==> src/rtl/pll_reset_sequencer.sv <==
// pll_reset_sequencer: waits for a stable synchronised PLL lock, then releases
// the domain resets one after another; any lock loss or sw_reset re-asserts them all.
module pll_reset_sequencer #(
    parameter int SYNC_STAGES = 2,
    parameter int LOCK_CYCLES = 1024,
    parameter int NUM_OUTS    = 3,
    parameter int STAGGER     = 16,
    parameter int LOSS_CNT_W  = 8
) (
    input  logic                  clk,
    input  logic                  rst_n,
    input  logic                  pll_locked,
    input  logic                  sw_reset,
    output logic [NUM_OUTS-1:0]   rst_out_n,
    output logic                  ready,
    output logic [1:0]            state_o,
    output logic [LOSS_CNT_W-1:0] loss_count
);
    localparam int REL  = (NUM_OUTS - 1) * STAGGER;
    localparam int MAXC = (LOCK_CYCLES > REL + 1) ? LOCK_CYCLES : REL + 1;
    localparam int CW   = $clog2(MAXC + 1);

    typedef enum logic [1:0] {WAIT_LOCK = 2'd0, STABLE = 2'd1, RELEASE = 2'd2, RUN = 2'd3} state_t;

    state_t                 state;
    logic [CW-1:0]          cnt;
    logic [SYNC_STAGES-1:0] sync;
    logic                   locked_s;

    assign locked_s = sync[SYNC_STAGES-1];
    assign state_o  = state;

    always_ff @(posedge clk or negedge rst_n) begin
        if (!rst_n) begin
            state      <= WAIT_LOCK;
            cnt        <= '0;
            sync       <= '0;
            rst_out_n  <= '0;
            ready      <= 1'b0;
            loss_count <= '0;
        end else begin
            sync <= {sync[SYNC_STAGES-2:0], pll_locked};
            if (sw_reset) begin
                state     <= WAIT_LOCK;
                cnt       <= '0;
                rst_out_n <= '0;
                ready     <= 1'b0;
            end else begin
                case (state)
                    WAIT_LOCK: begin
                        cnt <= '0;
                        if (locked_s) state <= STABLE;
                    end
                    STABLE: begin
                        if (!locked_s) begin
                            state <= WAIT_LOCK;
                            cnt   <= '0;
                        end else if (cnt == CW'(LOCK_CYCLES - 1)) begin
                            state <= RELEASE;
                            cnt   <= '0;
                        end else begin
                            cnt <= cnt + 1'b1;
                        end
                    end
                    default: begin
                        if (!locked_s) begin
                            state     <= WAIT_LOCK;
                            cnt       <= '0;
                            rst_out_n <= '0;
                            ready     <= 1'b0;
                            if (loss_count != '1) loss_count <= loss_count + 1'b1;
                        end else if (state == RELEASE) begin
                            cnt <= cnt + 1'b1;
                            // each bit rises on its own stagger point, so the vector stays thermometer-coded
                            for (int i = 0; i < NUM_OUTS; i++)
                                if (cnt == CW'(i * STAGGER)) rst_out_n[i] <= 1'b1;
                            if (cnt == CW'(REL)) begin
                                state <= RUN;
                                ready <= 1'b1;
                            end
                        end
                    end
                endcase
            end
        end
    end
endmodule

==> config.mk <==
export PLATFORM = sky130hd
export DESIGN_NAME = pll_reset_sequencer
export DESIGN_NICKNAME = d
export VERILOG_FILES = /design/src/rtl/pll_reset_sequencer.sv
export SDC_FILE = /design/constraint.sdc
export NUM_CORES = 1
export LEC_CHECK = 0
export BUFFER_PORTS_ARGS = -buffer_cell sky130_fd_sc_hd__buf_4
export CAP_MARGIN = 20
export CORE_MARGIN = 2
export CORE_UTILIZATION = 40
export CTS_BUF_LIST = sky130_fd_sc_hd__clkbuf_4 sky130_fd_sc_hd__clkbuf_8
export DETAILED_ROUTE_END_ITERATION = 10
export PLACE_DENSITY = 0.61
export RECOVER_POWER = 25
export SLEW_MARGIN = 20
export SYNTH_ARGS = -nofsm -noshare
export SYNTH_HDL_FRONTEND = slang
export SYNTH_SLANG_ARGS = --single-unit
==> constraint.sdc <==
create_clock -name clk -period 1.8 [get_ports clk]
set_input_delay 0.36 -clock clk [delete_from_list [all_inputs] [get_ports clk]]
set_output_delay 0.36 -clock clk [all_outputs]
set_load 0.02 [all_outputs]
After elaboration in Yosys (flattened, before gate mapping) --
Index checks and enable logic that the tools add are counted.
Storage, ports and cells: register bits 27, bits of input ports 4, output and inout bits 14
Operators by class: add/subtract/negate cells 2, equality and inequality tests 15, multiplexer cells 25, bitwise gates (word level) 3, reductions and logical operators 8
Operators with widths (number):
- two-way mux 11 bit | 5
- case mux 11 bit (2 select lines) | 1
- two-way mux 2 bit | 7
- two-way mux 3 bit | 4
- inequality test 3 x 2 -> 1 bit, second input constant | 4
- adder 11 x 1 -> 11 bit, second input constant | 1
- == test 11 x 10 -> 1 bit, second input constant | 1
- == test 11 x 5 -> 1 bit, second input constant | 1
- == test 11 x 6 -> 1 bit, second input constant | 1
- zero test 11 bit | 1
- inequality test 5 x 2 -> 1 bit, second input constant | 2
- AND reduction 3 bit | 3
- adder 8 x 1 -> 8 bit, second input constant | 1
- inequality test 8 bit, second input constant | 1
- AND reduction 4 bit | 2
- two-way mux 1 bit | 7
- inequality test 4 bit, second input constant | 1
- case mux 2 bit (2 select lines) | 1
- inequality test 3 bit, second input constant | 1
- NOT 1 bit | 3
- == test 2 x 1 -> 1 bit, second input constant | 1
- == test 2 bit, second input constant | 1
- zero test 2 bit | 1
- inequality test 2 x 1 -> 1 bit, second input constant | 1
- OR reduction 2 bit | 1

Depth between registers and ports, before layout --
Gate-level depths: netlist of the first run.
word-level depth 6, mapped depth 9, depth with buffers taken out 7

Worst setup path before layout of the first run --
No wires, ideal clock.
kind flip-flop to flip-flop, start register state[1], in the netlist state_o[1], end register cnt[9], setup time 0.126 ns, arrival 1.989 ns, path slack -0.314 ns, cell stages (with the launch flop) 10, cells stage by stage dfrtp_1 -> inv_1 -> ha_1 -> clkbuf_1 -> or4b_1 -> clkbuf_1 -> nand4_1 -> nor3_1 -> xnor2_1 -> nor2_1
On the way: word-level cells in the longest chain between the ends 3, elaborated cells between the ends (all ways) 6
RTL lines:
- from (decl) | RTL line 25 | state_t state;
- from (signal assigned) | RTL line 35 | state <= WAIT_LOCK;
- from (signal assigned) | RTL line 44 | state <= WAIT_LOCK;
- from (signal assigned) | RTL line 52 | if (locked_s) state <= STABLE;
- == test 2 x 1 -> 1 bit / zero test 2 bit (equally long branches) | RTL line 49 | case (state)
- case mux 11 bit (2 select lines) | RTL line 49
- two-way mux 11 bit | RTL line 43 | if (sw_reset) begin
- to (signal assigned) | RTL line 62 | cnt <= cnt + 1'b1;
- to (signal assigned) | RTL line 73 | cnt <= cnt + 1'b1;
- to (decl) | RTL line 26 | logic [CW-1:0] cnt;
Several ways; a longest one is shown, not always the timed one. A chain may end at the register's enable or synchronous reset.

Worst setup path after layout of the first run --
start register cnt[7], end register state[0], in the netlist state_o[0]
On the way: word-level cells in the longest chain between the ends 3, elaborated cells between the ends (all ways) 5
RTL lines:
- == test 11 x 6 -> 1 bit / == test 11 x 10 -> 1 bit (equally long branches) | RTL line 77, 58
- inequality test 5 x 2 -> 1 bit (no source line) / inequality test 4 bit (equally long branches)
- AND reduction 4 bit (no source line) *
- to (signal assigned) | RTL line 59 | state <= RELEASE;
- to (signal assigned) | RTL line 67 | state <= WAIT_LOCK;
- to (signal assigned) | RTL line 78 | state <= RUN;
Mark *: on every way between the ends. The rest lies on a longest branch, timed or not.

==> results of run 1 <==
-- repair_timing --
action | CTS | global route
hold buffers | 1 | 0
buffers inserted | 3 | 3
resized for setup | 4 | 16
setup endpoints to repair | 10 | 15
hold endpoints to repair | 26 | 0
pin swaps | 6 | 9
-- cell families after synthesis --
family                     synth area share [%]
buffers and inverters                     3.625
adders and majority gates                 5.576
AOI/OAI and AO/OA                         9.852
xor gates and xnor gates                  7.807
and+or+nand+nor                           21.65
DFF                                       48.33
muxes                                     3.160
-- worst max-delay path: stages (launching register included) --
cell and delay, ps:
dfrtp_1 430, nor4_2 270, nand4_1 150, or4b_4 530
a21oi_4 170, mux2_1 330
-- cells in the mapped netlist --
master	n
nand4_1	4
a21oi_2	1
o31ai_1	1
a31oi_2	1
nor2_1	22
clkbuf_1	3
nor4_1	1
buf_4	1
or4b_1	2
nand2_1	9
ha_1	6
inv_1	8
a21oi_1	4
o211ai_1	1
and3_1	2
nand3_1	7
o21ai_0	3
a31oi_1	1
mux2_1	1
nor4_2	1
dfrtp_1	26
nor2b_1	1
o21ai_1	6
xnor2_1	8
a21o_1	1
xor2_1	4
nor3_1	9
o41ai_1	2
nand2b_1	2
mux2i_1	2
mux2_2	1
-- registers in the layout (all words and copies together) (netlist names) --
signal	cells
cnt	11
loss_count	8
ready	1
rst_out_n	2
state_o	2
sync	2
-- area by class of cell --
class | count | area (um2) | share of cell area [%]
Sequential cell | 26 | 653.1 | 33.14
Inverter | 8 | 32.53 | 1.651
Tap cell | 46 | 57.56 | 2.921
Multi-Input combinational cell | 103 | 743.2 | 37.71
Clock buffer | 3 | 22.52 | 1.143
Clock inverter | 1 | 30.03 | 1.524
Timing Repair Buffer | 56 | 431.7 | 21.90
-- per-layer routing --
metal	track usage, %	wire (um)
met5	0	0
met2	34.52	1870
met3	2.692	68
met4	9.726	76
met1	23.82	1402
-- through the flow --
step / util, % / cell area (um2) / setup TNS [ps] / hold WS [ps] / instances
after floorplan: - / 1386 / -793.2 / 64.41 / 141
after global placement: 53.98 / 1773 / -464.2 / 285.3 / 232
after detailed placement: 53.98 / 1773 / -791.9 / 289.7 / 232
after CTS: 57.03 / 1873 / -287.3 / 123.8 / 240
after global routing: 60.00 / 1971 / -1502 / 141.7 / 243
final: 60.00 / 1971 / -538.4 / 160.1 / 243
-- power breakdown --
part           internal [mW]  total, mW  leakage, nW  switching [mW]
Sequential             0.667      0.755        0.346          0.0878
Clock                  0.225      0.405       0.0279           0.180
Combinational          0.561       1.11        0.523           0.548
Total                   1.45       2.27        0.897           0.816
-- worst min path at each step --
stage,startpoint,end,slack [ps]
final,pll_locked,sync[0],160
after global routing,pll_locked,sync[0],140
after CTS,pll_locked,sync[0],120
after detailed placement,rst_n,cnt[3],290
after global placement,rst_n,cnt[6],290
after floorplan,rst_n,cnt[0],60
==> results.py, run 1 <==
metrics = {
    "outcome": {
        "outcome": "finished, violations left",
        "violations": "negative setup slack",
    },
    "power": {
        "ir_drop_mv": 0.6783,
        "p_leak_nw": 0.8967,
        "fin_total_pwr_mw": 2.269,
        "powerDensity_nw_per_um2": 1152,
    },
    "critical_path": {
        "start_kind": "register",
        "r2r_end": "state_o[0]",
        "cp.required_ps": 2020,
        "cp-startpoint": "cnt[7]",
        "r2r_cells": 5,
        "arrival_ps": 2200,
        "crit_type": "reg2reg",
        "crit_path_end": "state_o[0]",
        "r2r_slack_ps": -170,
        "crit_path_end_kind": "register",
        "worstReg2RegStart": "cnt[7]",
        "cp_max_fo": 2,
    },
    "sta": {
        "fmax_ghz": 0.5066,
        "finalCriticalPeriod_ps": 1974,
        "post-route-period-util_pct": 109.7,
        "slew_violations": 0,
        "tightestPinTransition_ps": 652.7,
        "rsz0062_at_grt": "true",
        "relSlewSlack_pct": 56.48,
        "setup_slack_ps": -173.9,
        "hold_viol": 0,
        "finalSetupViolCount": 7,
        "finalClockSkew_ps": 5.894,
    },
    "clock_network": {
        "clock_sinks": 26,
        "clock_latency_ps": 330,
        "cts_buffer_depth": 2,
        "htreeDepth": 1,
        "cts-root-buf": "clkbuf_4",
        "cts_tree": "yes",
        "path_clk_slew_ps": 150,
        "cts_buffers": 3,
    },
    "yosys": {
        "ys_seq_area_share_pct": 48.33,
        "syn-instance-count": 141,
        "syn_nets": 151,
        "syn_area_um2": 1346,
        "synthTopCellsByArea": "dfrtp_1 (48%), nor2_1 (6.1%), ha_1 (5.6%)",
        "synth_top_area_cell": "dfrtp_1",
        "synth.distinct_cells": 31,
        "syn_avg_cell_area_um2": 9.548,
        "synth_warnings": 0,
        "synth-seq-cells": 26,
        "synth_top_area_share_pct": 48.33,
    },
    "floorplan": {
        "die_h_um": 62.02,
        "start_util_pct": 40.99,
        "rows": 21,
        "ios": 18,
        "coreArea_um2": 3284,
        "die-area_um2": 3846,
        "die_width_um": 62.02,
    },
    "placement": {
        "dp_hpwl_um": 2438,
        "numPortBuffers": 17,
        "place_ws_ps": -173.0,
        "gp_congestion": 0.8160,
    },
    "layout": {
        "syn2layout_area_growth_pct": 46.38,
        "nFillCells": 291,
        "final_cell_mix": "buf_4 (50), dfrtp_1 (24), nor2_1 (21)",
        "nNetsFinal": 208,
        "final_common_cell": "buf_4",
        "post_route_cells_drive_above_1_share_pct": 40.61,
        "antenna_cells": 0,
    },
    "worst_hold_path": {
        "min_path_type": "in2reg",
        "hold-path-cell-count": 1,
    },
    "grt": {
        "grt_pass1_vias": 1246,
        "antenna_found_initial": 0,
        "overflow": 0,
        "grt_max_degree": 27,
        "grt_first_pass_wirelength_um": 5513,
        "grt_usage_pct": 19.80,
    },
    "detailed_routing": {
        "wl_um": 3417,
        "route.detailed.drc": 0,
        "wire_per_inst_um": 14.06,
        "first_iter_violations": 29,
        "ant_nets": 0,
        "post_drt_via_cell_ratio": 5.037,
        "drt_first_pass_iters": 4,
        "vias": 1224,
    },
    "run": {
        "cap_violations": 0,
    },
}
(Power assumes the default switching activity.)
==> inputs of run 2 (changes only) <==
--- a/config.mk
+++ b/config.mk
@@ -13,6 +13,7 @@
 export DETAILED_ROUTE_END_ITERATION = 10
 export PLACE_DENSITY = 0.61
 export RECOVER_POWER = 25
+export SETUP_SLACK_MARGIN = 0.5
 export SLEW_MARGIN = 20
 export SYNTH_ARGS = -nofsm -noshare
 export SYNTH_HDL_FRONTEND = slang
==> results.py, run 2 (synthesis results as in run 1) <==
metrics = {
    "layout": {
        "nFillCells": 215,
        "fin_util_pct": 74.02,
        "final_common_cell": "buf_4",
        "nNetsFinal": 233,
        "design_area_um2": 2431,
        "antenna_cells": 0,
        "top_regs": "cnt: 11 flops, loss_count: 8 flops",
        "syn2layout_area_growth_pct": 80.58,
        "top_register": "cnt",
        "largest_reg_flops": 11,
        "final_cell_mix": "buf_4 (44), buf_6 (34), dfrtp_1 (23)",
        "post_route_cells_drive_above_1_share_pct": 58.56,
    },
    "worst_hold_path": {
        "min_path_type": "in2reg",
    },
    "power": {
        "switching_share_pct": 38.08,
        "p_leak_nw": 1.096,
        "seq_power_share_pct": 26.5,
        "internal_power_mw": 1.787,
        "p_comb_share_pct": 63.3,
        "fin_total_pwr_mw": 2.886,
        "p_clk_share_pct": 10.2,
        "ir_drop_mv": 0.6071,
        "switching_power_mw": 1.099,
        "powerDensity_nw_per_um2": 1187,
    },
    "sta": {
        "finalCriticalPeriod_ps": 2075,
        "post-route-period-util_pct": 115.3,
        "hold_viol": 0,
        "holdWs_ps": 131.0,
        "rsz0062_at_grt": "true",
        "finalClockSkew_ps": 15.84,
        "setup_slack_ps": -274.8,
        "finalSetupViolCount": 7,
        "relSlewSlack_pct": 57.53,
        "fmax_ghz": 0.4820,
        "tightestPinTransition_ps": 637.0,
        "slew_violations": 0,
    },
    "critical_path": {
        "start_kind": "register",
        "cp_max_fo": 2,
        "arrival_ps": 2330,
        "cp.required_ps": 2060,
        "crit_path_end_kind": "register",
        "crit_type": "reg2reg",
    },
    "placement": {
        "numPortBuffers": 17,
        "place_ws_ps": -176.0,
        "dp_hpwl_um": 2283,
        "gp_congestion": 0.8407,
        "dpl_cell_area_um2": 1785,
    },
    "clock_network": {
        "clock_latency_ps": 340,
        "cts_buffer_depth": 2,
        "cts-root-buf": "clkbuf_4",
        "path_clk_slew_ps": 160,
        "cts_buffers": 3,
        "clock_sinks": 26,
        "cts_tree": "yes",
        "htreeDepth": 1,
    },
    "run": {
        "cap_violations": 0,
    },
    "grt": {
        "overflow": 0,
        "grt_pass1_vias": 1384,
        "antenna_found_initial": 0,
        "grt_max_degree": 27,
        "grt_first_pass_wirelength_um": 6072,
        "grt_usage_pct": 21.89,
    },
    "detailed_routing": {
        "wire_per_inst_um": 14.97,
        "ant_nets": 0,
        "post_drt_via_cell_ratio": 5.034,
        "first_iter_violations": 57,
        "route.detailed.drc": 0,
        "drt_first_pass_iters": 4,
        "vias": 1349,
        "wl_um": 4013,
    },
    "floorplan": {
        "start_util_pct": 40.99,
        "coreArea_um2": 3284,
        "ios": 18,
        "die_width_um": 62.02,
        "die_h_um": 62.02,
        "rows": 21,
        "die-area_um2": 3846,
    },
    "outcome": {
        "violations": "negative setup slack",
        "outcome": "finished, violations left",
    },
}
-- run 2: cell type report --
cell class	instances	area, um2	share of cell area [%]
Sequential cell	26	654.4	26.92
Inverter	8	32.53	1.338
Clock buffer	4	30.03	1.235
Tap cell	46	57.56	2.367
Multi-Input combinational cell	103	920.9	37.88
Timing Repair Buffer	81	735.7	30.26
-- run 2: power by group through the flow --
stage | clock, mW | sequential (mW) | combinational (mW)
6_report | 0.294 | 0.765 | 1.83
5_1_grt | 0.322 | 0.778 | 1.94
4_1_cts | 0.289 | 0.756 | 1.49
3_5_place_dp | 0 | 0.758 | 0.947
3_3_place_gp | 0 | 0.753 | 0.915
2_1_floorplan | 0 | 0.843 | 0.431
-- run 2: final timing paths --
kind | start | endpoint | slack [ps] | cells after the start
setup reg to reg | cnt[7] | state_o[1] | -270 | 6
setup / recovery | cnt[7] | state_o[1] | -270 | 6
max in group asynchronous | rst_n | loss_count[0] | 790 | 2
hold reg to reg | sync[0] | sync[1] | 370 | 0
min in group asynchronous | rst_n | state_o[0] | 540 | 2
hold / removal | pll_locked | sync[0] | 130 | 1
-- run 2: routing by layer --
metal	up-vias	GRT usage [%]	share of wire (%)	wire, um
met5	-	0	0	0
met4	0	11.25	4.5	181
met3	15	2.484	2.0	81
met2	26	38.99	51	2063
met1	657	25.73	42	1686
li1	651	-	-	-
-- run 2: worst max-delay path, cell delays in order (launching register included) --
cell and delay (ps):
dfrtp_1 420, nor4_2 310, nand4_1 170, or4b_4 530, a21oi_4 200, buf_4 140
mux2i_1 240
-- run 2: through the flow --
step	setup TNS, ps	cells
2_1_floorplan	-820.1	141
3_3_place_gp	-622.4	233
3_5_place_dp	-852.2	233
4_1_cts	-426.0	257
5_1_grt	-1783	268
6_report	-801.3	268
-- run 2: what timing repair did --
action | 4_1_cts | 5_1_grt
gates resized for setup | 56 | 31
hold buffers | 1 | 0
buffers inserted | 19 | 11
hold endpoints to repair | 26 | 0
setup endpoints to repair | 33 | 37
pin swaps | 32 | 27
==> inputs of run 3 (changes only) <==
--- a/config.mk
+++ b/config.mk
@@ -6,12 +6,11 @@
 export NUM_CORES = 1
 export LEC_CHECK = 0
 export BUFFER_PORTS_ARGS = -buffer_cell sky130_fd_sc_hd__buf_4
-export CAP_MARGIN = 20
 export CORE_MARGIN = 2
 export CORE_UTILIZATION = 40
 export CTS_BUF_LIST = sky130_fd_sc_hd__clkbuf_4 sky130_fd_sc_hd__clkbuf_8
 export DETAILED_ROUTE_END_ITERATION = 10
-export PLACE_DENSITY = 0.61
+export PLACE_DENSITY = 0.71
 export RECOVER_POWER = 25
 export SETUP_SLACK_MARGIN = 0.5
 export SLEW_MARGIN = 20
==> results.py, run 3 (synthesis results as in run 1) <==
metrics = {
    "layout": {
        "final_common_cell": "buf_4",
        "final_cell_mix": "buf_4 (40), buf_6 (25), dfrtp_1 (21)",
        "top_register": "cnt",
        "syn2layout_area_growth_pct": 71.56,
        "largest_reg_flops": 11,
        "nNetsFinal": 221,
        "top_regs": "cnt: 11 flops, loss_count: 8 flops",
        "design_area_um2": 2310,
        "register_area_um2": 656.9,
        "nFillCells": 233,
        "multiInputGateArea_um2": 890.9,
        "antenna_cells": 0,
        "fin_util_pct": 70.32,
        "post_route_cells_drive_above_1_share_pct": 54.76,
    },
    "critical_path": {
        "crit_type": "reg2reg",
        "max_stage_delay_ps": 500,
        "crit_slowest_cell": "or4b_1",
        "crit_path_end_kind": "register",
        "start_kind": "register",
        "r2r_end": "state_o[0]",
        "arrival_ps": 2140,
        "cp-startpoint": "cnt[3]",
        "path_cells": "nor4_2 > nand4_1 > or4b_1 > a21oi_2 > mux2_4",
        "cp_max_fo": 2,
        "worstReg2RegStart": "cnt[3]",
        "r2r_slack_ps": -110,
        "r2r_cells": 5,
        "cp.required_ps": 2030,
        "crit_path_end": "state_o[0]",
    },
    "power": {
        "fin_total_pwr_mw": 2.694,
        "p_leak_nw": 1.033,
        "powerDensity_nw_per_um2": 1166,
        "ir_drop_mv": 0.6623,
    },
    "worst_hold_path": {
        "hold_start": "pll_locked",
        "min_path_type": "in2reg",
    },
    "clock_network": {
        "clock_sinks": 26,
        "clock_latency_ps": 330,
        "cts-root-buf": "clkbuf_4",
        "cts_buffer_depth": 2,
        "cts_buffers": 3,
        "cts_tree": "yes",
        "path_clk_slew_ps": 150,
        "htreeDepth": 1,
    },
    "detailed_routing": {
        "wire_per_inst_um": 15.63,
        "vias": 1322,
        "post_drt_via_cell_ratio": 5.164,
        "route.detailed.drc": 0,
        "ant_nets": 0,
        "first_iter_violations": 25,
        "wl_um": 4000,
        "drt_first_pass_iters": 4,
    },
    "placement": {
        "numPortBuffers": 17,
        "gp_congestion": 0.8966,
        "dpl_cell_area_um2": 1778,
        "dp_hpwl_um": 2336,
        "place_ws_ps": -164.0,
    },
    "floorplan": {
        "ios": 18,
        "die-area_um2": 3846,
        "die_width_um": 62.02,
        "start_util_pct": 40.99,
        "coreArea_um2": 3284,
        "die_h_um": 62.02,
        "rows": 21,
    },
    "sta": {
        "tightestPinTransition_ps": 664.2,
        "finalClockSkew_ps": 6.888,
        "finalCriticalPeriod_ps": 1912,
        "slew_violations": 0,
        "post-route-period-util_pct": 106.2,
        "finalSetupViolCount": 11,
        "hold_viol": 0,
        "rsz0062_at_grt": "true",
        "fmax_ghz": 0.5230,
        "relSlewSlack_pct": 55.72,
        "setup_slack_ps": -111.9,
    },
    "grt": {
        "grt_usage_pct": 21.10,
        "grt_first_pass_wirelength_um": 5927,
        "overflow": 0,
        "grt_max_degree": 27,
        "antenna_found_initial": 0,
        "grt_pass1_vias": 1330,
    },
    "outcome": {
        "outcome": "finished, violations left",
        "violations": "negative setup slack",
    },
    "run": {
        "cap_violations": 0,
    },
}
## run 3: timing repair
item,CTS,global route
gates resized for setup,48,26
setup endpoints to repair,32,37
hold endpoints to repair,26,0
buffers inserted,8,11
hold buffers,1,0
pin swaps,23,21
## run 3: layout make-up
class	count	share of cell area [%]
timing repair buffer	69	26.81
sequential	26	28.44
inverter	8	1.408
tap	46	2.492
clock buffer	3	0.9751
clock inverter	1	1.300
multi-input combinational	103	38.57
## run 3: critical path: cells and delay by family (launching register included)
kind | cells | cell delay, ps
and+or+nand+nor | 3 | 910
muxes | 1 | 310
AOI/OAI and AO/OA | 1 | 180
DFF | 1 | 420
## run 3: metal layers
metal  part of all wire (%)  up-vias  track usage (%)
met5                      0        -                0
met4                   0.85        0            7.295
met1                     39      664            24.24
li1                       -      627                -
met3                    2.5        4            2.484
met2                     57       27            39.88
## run 3: where the power goes
group	switching, mW	internal (mW)	total [mW]
logic	0.692	0.818	1.51
clock network	0.183	0.226	0.409
registers	0.105	0.669	0.774
total	0.981	1.71	2.69
## run 3: per-stage QoR
stage	TNS, ps	cells	hold slack, ps
6_report	-636.0	256	139.9
5_1_grt	-1579	256	124.0
3_3_place_gp	-485.0	232	283.3
3_5_place_dp	-781.1	232	293.1
4_1_cts	-362.0	245	117.7
2_1_floorplan	-820.1	141	64.41
## run 3: how the worst min path moves through the flow
stage | endpoint | slack, ps | cells past startpoint
after floorplan | cnt[0] | 60 | 0
after global placement | cnt[6] | 280 | 1
after detailed placement | cnt[6] | 290 | 1
after CTS | sync[0] | 120 | 1
after global routing | sync[0] | 120 | 1
final | sync[0] | 140 | 1
